`config.mk`:
```
export PLATFORM = sky130hd
export DESIGN_NAME = map_view_ctrl
export DESIGN_NICKNAME = d
export VERILOG_FILES = /design/src/rtl/map_view_ctrl.sv
export SDC_FILE = /design/constraint.sdc
export NUM_CORES = 1
export LEC_CHECK = 0
export CAP_MARGIN = 20
export CORE_UTILIZATION = 40
export CTS_BUF_LIST = sky130_fd_sc_hd__clkbuf_8
export DETAILED_ROUTE_END_ITERATION = 10
export PLACE_DENSITY = 0.68
export SYNTH_ARGS = -nofsm -noshare
export SYNTH_HDL_FRONTEND = slang
export SYNTH_SLANG_ARGS = --single-unit
```
`constraint.sdc`:
```
create_clock -name clk -period 16.4 [get_ports clk]
set_clock_uncertainty 0.2 [all_clocks]
set_input_delay 2.46 -clock clk [delete_from_list [all_inputs] [get_ports clk]]
set_output_delay 2.46 -clock clk [all_outputs]
set_load 0.01 [all_outputs]
```
`src/rtl/map_view_ctrl.sv`:
```
// map_view_ctrl: camera/scroll controller mapping VGA counters to map-space coordinates
//   Ports: clk, rst (sync, active-high); h_cnt/v_cnt/video_on from the VGA sync;
//   frame_start (vblank pulse); player_y (map-space, Y-up); map_x/map_y/map_on
//   (registered, 1-clk latency); cam_y (camera bottom line); scrolling (FSM busy).
//   Option MAP_VIEW_SNAP_EN: camera jumps straight to target each frame.
module map_view_ctrl #(
   parameter int PHY_WIDTH   = 14,
   parameter int MAP_WIDTH_X = 480,
   parameter int MAP_HEIGHT  = 2400,
   parameter int SCREEN_H    = 480,
   parameter int X_OFFSET    = 80,
   parameter int SCROLL_STEP = 4,
   parameter int DEAD_ZONE   = 32
) (
   input  logic                 clk,
   input  logic                 rst,
   input  logic [9:0]           h_cnt,
   input  logic [9:0]           v_cnt,
   input  logic                 video_on,
   input  logic                 frame_start,
   input  logic [PHY_WIDTH-1:0] player_y,
   output logic [PHY_WIDTH-1:0] map_x,
   output logic [PHY_WIDTH-1:0] map_y,
   output logic                 map_on,
   output logic [PHY_WIDTH-1:0] cam_y,
   output logic                 scrolling
);
   localparam logic [PHY_WIDTH-1:0] HALF = PHY_WIDTH'(SCREEN_H / 2);
   localparam logic [PHY_WIDTH-1:0] CMAX = PHY_WIDTH'(MAP_HEIGHT - SCREEN_H);
   localparam logic [PHY_WIDTH-1:0] YTOP = PHY_WIDTH'(SCREEN_H - 1);
   localparam logic [PHY_WIDTH-1:0] XOFF = PHY_WIDTH'(X_OFFSET);
   localparam logic [9:0] XL = 10'(X_OFFSET);
   localparam logic [9:0] XH = 10'(X_OFFSET + MAP_WIDTH_X);
   localparam logic [9:0] SH = 10'(SCREEN_H);
   logic [PHY_WIDTH-1:0] raw, target;
   logic in_win;
   // Camera keeps the player centred vertically, limited to the map extent
   always_comb begin
      raw    = player_y - HALF;
      target = player_y < HALF ? '0 : (raw > CMAX ? CMAX : raw);
      in_win = video_on && h_cnt >= XL && h_cnt < XH && v_cnt < SH;
   end
   // Screen line 0 is the top, map space is Y-up, hence the flip around YTOP
   always_ff @(posedge clk) begin
      if (rst) begin
         map_x  <= '0;
         map_y  <= '0;
         map_on <= 1'b0;
      end else begin
         map_x  <= in_win ? PHY_WIDTH'(h_cnt) - XOFF : '0;
         map_y  <= in_win ? cam_y + YTOP - PHY_WIDTH'(v_cnt) : '0;
         map_on <= in_win;
      end
   end
`ifdef MAP_VIEW_SNAP_EN
   assign scrolling = 1'b0;
   always_ff @(posedge clk) begin
      if (rst) cam_y <= '0;
      else if (frame_start) cam_y <= target;
   end
`else
   localparam logic [PHY_WIDTH:0] STEP = (PHY_WIDTH+1)'(SCROLL_STEP);
   localparam logic [PHY_WIDTH:0] DZ   = (PHY_WIDTH+1)'(DEAD_ZONE);
   typedef enum logic [1:0] {HOLD, SCROLL_UP, SCROLL_DOWN} state_t;
   state_t state, nxt;
   logic [PHY_WIDTH:0] diff, step;
   logic up, moving;
   // The dead zone only gates starting a scroll; once moving, converge exactly
   always_comb begin
      up     = target > cam_y;
      diff   = up ? {1'b0, target} - {1'b0, cam_y} : {1'b0, cam_y} - {1'b0, target};
      step   = diff < STEP ? diff : STEP;
      moving = state == HOLD ? diff > DZ : diff != '0;
      nxt    = !moving ? HOLD : (state != HOLD && step == diff) ? HOLD : up ? SCROLL_UP : SCROLL_DOWN;
   end
   always_ff @(posedge clk) begin
      if (rst) begin
         state     <= HOLD;
         scrolling <= 1'b0;
         cam_y     <= '0;
      end else if (frame_start) begin
         state     <= nxt;
         scrolling <= nxt != HOLD;
         if (moving) cam_y <= up ? cam_y + step[PHY_WIDTH-1:0] : cam_y - step[PHY_WIDTH-1:0];
      end
   end
`endif
endmodule

```
==> results.sh, run 1 <==
export IMPL_grtUsageMet1_pct=26.9
export IMPL_fin_nets=763
export IMPL_synth_top_cell_by_area="ha_1"
export IMPL_relSlewSlack_pct=40.2
export IMPL_die_area_um2=11800
export IMPL_hold_buffers=0
export IMPL_vias_per_cell=5.20
export IMPL_grt_max_degree=22
export IMPL_clkTransAtPathRegs_ns=0.09
export IMPL_p_int_uw=438
export IMPL_synth_edf_count=0
export IMPL_synthToLayoutAreaGrowth_pct=22.8
export IMPL_hp_class="flop to flop"
export IMPL_synthesis_area_um2=4550
export IMPL_top_level_ports=82
export IMPL_synth_area_leaders="ha_1, dfxtp_1, nor2_1"
export IMPL_io_buffers=81
export IMPL_min_from="scrolling$_SDFFE_PP0P_"
export IMPL_peakVddDrop_mv=0.0889
export IMPL_drt_iter0_markers=195
export IMPL_synth_top_area_share_pct=19.2
export IMPL_crit_slowest_cell="o41ai_1"
export IMPL_finalPower_uw=836
export IMPL_timing_hold_violations_final=0
export IMPL_switchingPower_uw=398
export IMPL_critPathLaunch="player_y[4]"
export IMPL_worstPathMaxFanout=10
export IMPL_dr_pass1_iters=4
export IMPL_wl_um=11000
export IMPL_detail_route_wl_per_cell_um=13.9
export IMPL_powerDensity_nw_per_um2=149
export IMPL_postCtsSetupRepairBufs=0
export IMPL_drive_above_1_share_pct=4.29
export IMPL_critical_path_class="input pin to flop"
export IMPL_clk_path_buf_depth=2
export IMPL_clkPwrFrac_pct=10.0
export IMPL_fin_tns_setup_ns=0
export IMPL_post_cts_resized=0
export IMPL_row_count=38
export IMPL_slowest_delay_ns=0.59
export IMPL_crit_top_cell="ha_1"
export IMPL_grtUsageMet2_pct=32.6
export IMPL_via_count=4118
export IMPL_met3_usage_pct=2.27
export IMPL_ys_ff_latch=43
export IMPL_start_util_pct=41.4
export IMPL_coreArea_um2=11000
export IMPL_synth_main_ff_cell="dfxtp_1"
export IMPL_top_usage_layer="met2"
export IMPL_netlist_instances=573
export IMPL_final_common_cell="clkdlybuf4s50_1"
export IMPL_drc=0
export IMPL_cts_max_level=2
export IMPL_clk_latency_ns=0.29
export IMPL_drv_slew=0
export IMPL_startpoint_type="input pin"
export IMPL_ys_async_sr_fraction_pct=0
export IMPL_grt_usage_pct=19.6
export IMPL_end_kind="flop"
export IMPL_yosysUniqueCellTypes=63
export IMPL_switching_share_pct=47.6
export IMPL_antenna_found_initial=0
export IMPL_period_share_pct=73.5
export IMPL_pwr_share_comb_pct=72.6
export IMPL_gp_congestion=0.905
export IMPL_grt_first_pass_wirelength_um=18300
export IMPL_timing_fmax_mhz=83.0
export IMPL_min_period_ns=12.05
export IMPL_rr_startpoint="cam_y[10]$_SDFFE_PP0P_"
export IMPL_worstPathArrival_ns=12.04
export IMPL_postRouteAntennaNets=0
export IMPL_diodes=0
export IMPL_dp_hpwl_um=9100
export IMPL_dieWidth_um=109
export IMPL_yosysWarningCount=0
export IMPL_cts_buffers=5
export IMPL_clock_sinks=43
export IMPL_cts_tree="done"
export IMPL_setup_violations=0
export IMPL_p_leak_nw=2.49
export IMPL_cp_num_buf_inv=3
export IMPL_cts_root_buf="clkbuf_8"
export IMPL_synth_area_per_cell_um2=7.94
export IMPL_maxCapViolations=0
export IMPL_cp_top_family="simple AND/OR/NAND/NOR gates"
export IMPL_required_ns=16.38
export IMPL_fillers=1043
export IMPL_max_slew_worst_pin_slew_ns=0.897
export IMPL_grt_overflow=0
export IMPL_die_h_um=109
export IMPL_mostFrequentLayoutCells="clkdlybuf4s50_1, ha_1, nor2_1, inv_1"
export IMPL_rsz0062_at_grt="false"
export IMPL_synth_seq_area_share_pct=18.9
export IMPL_grt_pass1_vias=3899
export IMPL_status="finished clean"
export IMPL_seqPwrFrac_pct=17.4
## worst min-delay path, cell delays in order (launching register included)
cell,delay [ns]
dfxtp_1,0.32
nand2b_1,0.06
a21oi_1,0.06
## synth_stat cells (11+ instances only)
library cell,count
inv_1,58
a21o_1,12
o21ai_0,25
nand2_1,34
nor3_1,15
nor2b_1,12
nor2_1,61
a21oi_1,43
mux2i_1,19
xor2_1,12
and2_1,11
dfxtp_1,43
xnor2_1,26
ha_1,70
## per-stage QoR
stage / cells / worst slack, ns / hold slack, ns / instance area, µm² / utilization (%)
CTS: 792 / 4.47 / 0.279 / 5590 / 50.9
finish: 792 / 4.35 / 0.276 / 5590 / 50.9
global route: 792 / 3.72 / 0.307 / 5590 / 50.9
detailed placement: 784 / 4.18 / 0.264 / 5480 / 49.9
floorplan: 577 / 6.01 / 0.293 / 4570 / -
global placement: 784 / 4.52 / 0.263 / 5480 / 49.9
## per-layer routing
layer / share of wire (%) / vias to the layer above
li1: - / 2158
met1: 48 / 1878
met2: 47 / 71
met3: 3.1 / 11
met4: 1.3 / 0
met5: 0 / -
## sequential cells by signal, summed over array words and instances (netlist names)
register   flops
cam_y         14
map_on         1
map_x         11
map_y         14
scrolling      1
state          2
## worst paths after layout
| kind | endpoint | slack (ns) | depth (start not counted) |
|---|---|---|---|
| hold reg to reg | scrolling$_SDFFE_PP0P_ | 0.28 | 2 |
| hold / removal | scrolling$_SDFFE_PP0P_ | 0.28 | 2 |
| setup / recovery | cam_y[13]$_SDFFE_PP0P_ | 4.35 | 39 |
| setup reg to reg | cam_y[13]$_SDFFE_PP0P_ | 8.66 | 27 |
## power groups by stage
| stage | registers, mW | clock network, mW | logic (mW) |
|---|---|---|---|
| after global routing | 0.150 | 0.0898 | 0.676 |
| after CTS | 0.147 | 0.0856 | 0.601 |
| after floorplan | 0.146 | 0 | 0.461 |
| after detailed placement | 0.149 | 0 | 0.596 |
| after global placement | 0.149 | 0 | 0.587 |
| final | 0.146 | 0.0835 | 0.606 |
## layout make-up
| class | count | area [µm²] | share of cell area (%) |
|---|---|---|---|
| multi-input combinational | 460 | 3400 | 60.8 |
| sequential | 43 | 861 | 15.4 |
| timing repair buffer | 83 | 826 | 14.8 |
| inverter | 58 | 218 | 3.89 |
| tap | 140 | 175 | 3.13 |
| clock buffer | 5 | 68.8 | 1.23 |
| clock inverter | 3 | 43.8 | 0.783 |
## cell families (layout without fill, tap and decap cells)
kind of cell / count (synthesis) / in the layout / synth area share [%]
AND/OR/NAND/NOR: 177 / 177 / 19.5
multiplexers: 21 / 21 / 4.73
XOR/XNOR: 39 / 39 / 7.67
adder cells (fa/ha/maj): 75 / 75 / 21.3
other: 2 / 6 / 0.165
buffers and inverters: 74 / 149 / 6.74
flip-flops: 43 / 43 / 18.9
AO/OA/AOI/OAI: 142 / 142 / 21.0
No activity file was read; power rests on OpenSTA's default activity.
==> inputs of run 2 (changes only) <==
==> constraint.sdc (replaced) <==
create_clock -name clk -period 11.5 [get_ports clk]
set_clock_uncertainty 0.2 [all_clocks]
set_input_delay 1.725 -clock clk [delete_from_list [all_inputs] [get_ports clk]]
set_output_delay 1.725 -clock clk [all_outputs]
set_load 0.01 [all_outputs]
==> run 2 against run 1 <==
Count of clock-buffer cells in the layout did not move; worst setup slack got worse by 3.6 ns; core utilization rose by 0.19 points; final area rose by 0.38%; critical endpoint unchanged; largest cell class unchanged; sequential cell count did not move; global-route usage rose by 0.23 points; clock power rose by 25%; combinational power rose by 46%; critical path depth rose by 1; final cell count rose by 0.13%; worst hold slack improved by 0.0037 ns; first-iteration DRC count rose by 19%.
==> results.sh, run 2 (synthesis gave the netlist of run 1 again) <==
export IMPL_status="finished clean"
export IMPL_clk_path_buf_depth=2
export IMPL_final_common_cell="clkdlybuf4s50_1"
export IMPL_drive_above_1_share_pct=5.21
export IMPL_grt_overflow=0
export IMPL_die_h_um=109
export IMPL_cts_buffers=5
export IMPL_finalPower_mw=1.20
export IMPL_seq_area_um2=861
export IMPL_dieWidth_um=109
export IMPL_timing_fmax_mhz=93.2
export IMPL_utilization_pct=51.1
export IMPL_drt_iter0_markers=233
export IMPL_max_slew_worst_pin_slew_ns=0.786
export IMPL_worstPathMaxFanout=9
export IMPL_mostFrequentLayoutCells="clkdlybuf4s50_1, ha_1, nor2_1, inv_1"
export IMPL_dp_slack_ns=0.0446
export IMPL_grt_max_degree=22
export IMPL_slowest_delay_ns=0.57
export IMPL_cts_root_buf="clkbuf_8"
export IMPL_multi_input_area_um2=3430
export IMPL_fin_nets=764
export IMPL_diodes=0
export IMPL_end_kind="flop"
export IMPL_io_buffers=81
export IMPL_dp_cells=785
export IMPL_final_area_um2=5610
export IMPL_vias_per_cell=5.28
export IMPL_peakVddDrop_mv=0.107
export IMPL_synthToLayoutAreaGrowth_pct=23.3
export IMPL_antenna_found_initial=0
export IMPL_grt_first_pass_wirelength_um=18500
export IMPL_reg_largest_list="cam_y x14, map_y x14, map_x x11"
export IMPL_top_level_ports=82
export IMPL_critical_path_class="input pin to flop"
export IMPL_maxCapViolations=0
export IMPL_place_area_um2=5490
export IMPL_row_count=38
export IMPL_fin_tns_setup_ns=0
export IMPL_critPathLaunch="player_y[4]"
export IMPL_required_ns=11.49
export IMPL_detail_route_wl_per_cell_um=14.5
export IMPL_dr_pass1_iters=4
export IMPL_relSlewSlack_pct=47.4
export IMPL_drc=0
export IMPL_clock_sinks=43
export IMPL_fillers=1073
export IMPL_clkTransAtPathRegs_ns=0.09
export IMPL_stdcell_count=793
export IMPL_hp_class="flop to flop"
export IMPL_p_leak_nw=2.49
export IMPL_via_count=4191
export IMPL_min_from="scrolling$_SDFFE_PP0P_"
export IMPL_worstPathArrival_ns=10.72
export IMPL_grt_pass1_vias=3991
export IMPL_dp_hpwl_um=9440
export IMPL_cts_tree="done"
export IMPL_worst_slack_ns=0.770
export IMPL_powerDensity_nw_per_um2=213
export IMPL_rr_startpoint="cam_y[10]$_SDFFE_PP0P_"
export IMPL_cts_max_level=2
export IMPL_gp_congestion=0.900
export IMPL_hold_buffers=0
export IMPL_setup_violations=0
export IMPL_period_share_pct=93.3
export IMPL_postRouteAntennaNets=0
export IMPL_crit_slowest_cell="o21ai_0"
export IMPL_min_period_ns=10.73
export IMPL_die_area_um2=11800
export IMPL_wl_um=11500
export IMPL_timing_hold_violations_final=0
export IMPL_startpoint_type="input pin"
export IMPL_coreArea_um2=11000
export IMPL_drv_slew=0
export IMPL_clk_latency_ns=0.30
export IMPL_rsz0062_at_grt="false"
export IMPL_start_util_pct=41.4
export IMPL_fin_hold_ws_ns=0.279
export IMPL_grt_usage_pct=19.8
==> run 2: cell count changes in the layout (fill, tap and decap cells not counted), sizes merged <==
cell / previous run / this run
buf: 2 / 3
inv: 58 / 60
clkinv: 2 / 1
bufinv: 1 / 0
==> run 2: final cells by class <==
type | instances | area share [%]
clock buffer | 5 | 1.23
clock inverter | 3 | 0.468
inverter | 58 | 3.88
multi-input combinational | 460 | 61.1
sequential | 43 | 15.3
tap | 140 | 3.12
timing repair buffer | 84 | 14.8
==> run 2: power by group <==
group / switching (mW) / internal, mW
Combinational: 0.490 / 0.395
Sequential: 0.0352 / 0.173
Clock: 0.0593 / 0.0447
==> run 2: final timing paths <==
| check | end | slack, ns | depth (start not counted) |
|---|---|---|---|
| max | cam_y[13]$_SDFFE_PP0P_ | 0.77 | 40 |
| min reg2reg | scrolling$_SDFFE_PP0P_ | 0.28 | 2 |
| max reg2reg | cam_y[13]$_SDFFE_PP0P_ | 4.24 | 27 |
| min | scrolling$_SDFFE_PP0P_ | 0.28 | 2 |
==> run 2: routing by layer <==
metal  up-vias  track usage [%]  part of all wire, %
li1       2156                -                    -
met1      1935             26.1                   46
met3        12             2.39                  4.2
met2        88             34.6                   49
met5         -                0                    0
met4         0             3.67                  1.0
==> run 2: timing repair <==
| item | 4_1_cts | 5_1_grt |
|---|---|---|
| gates resized for setup | 0 | 6 |
| endpoints found under the setup margin | 0 | 3 |
| setup buffers | 0 | 0 |
| endpoints found under the hold margin | 0 | 0 |
==> run 2: critical path, delay by kind of cell <==
kind                       cells  cell delay, ns
buffers and inverters          3            0.75
xor gates and xnor gates       1            0.10
and+or+nand+nor               16            3.29
adders and majority gates      4            1.02
AOI/OAI and AO/OA             13            3.44
muxes                          3            0.40
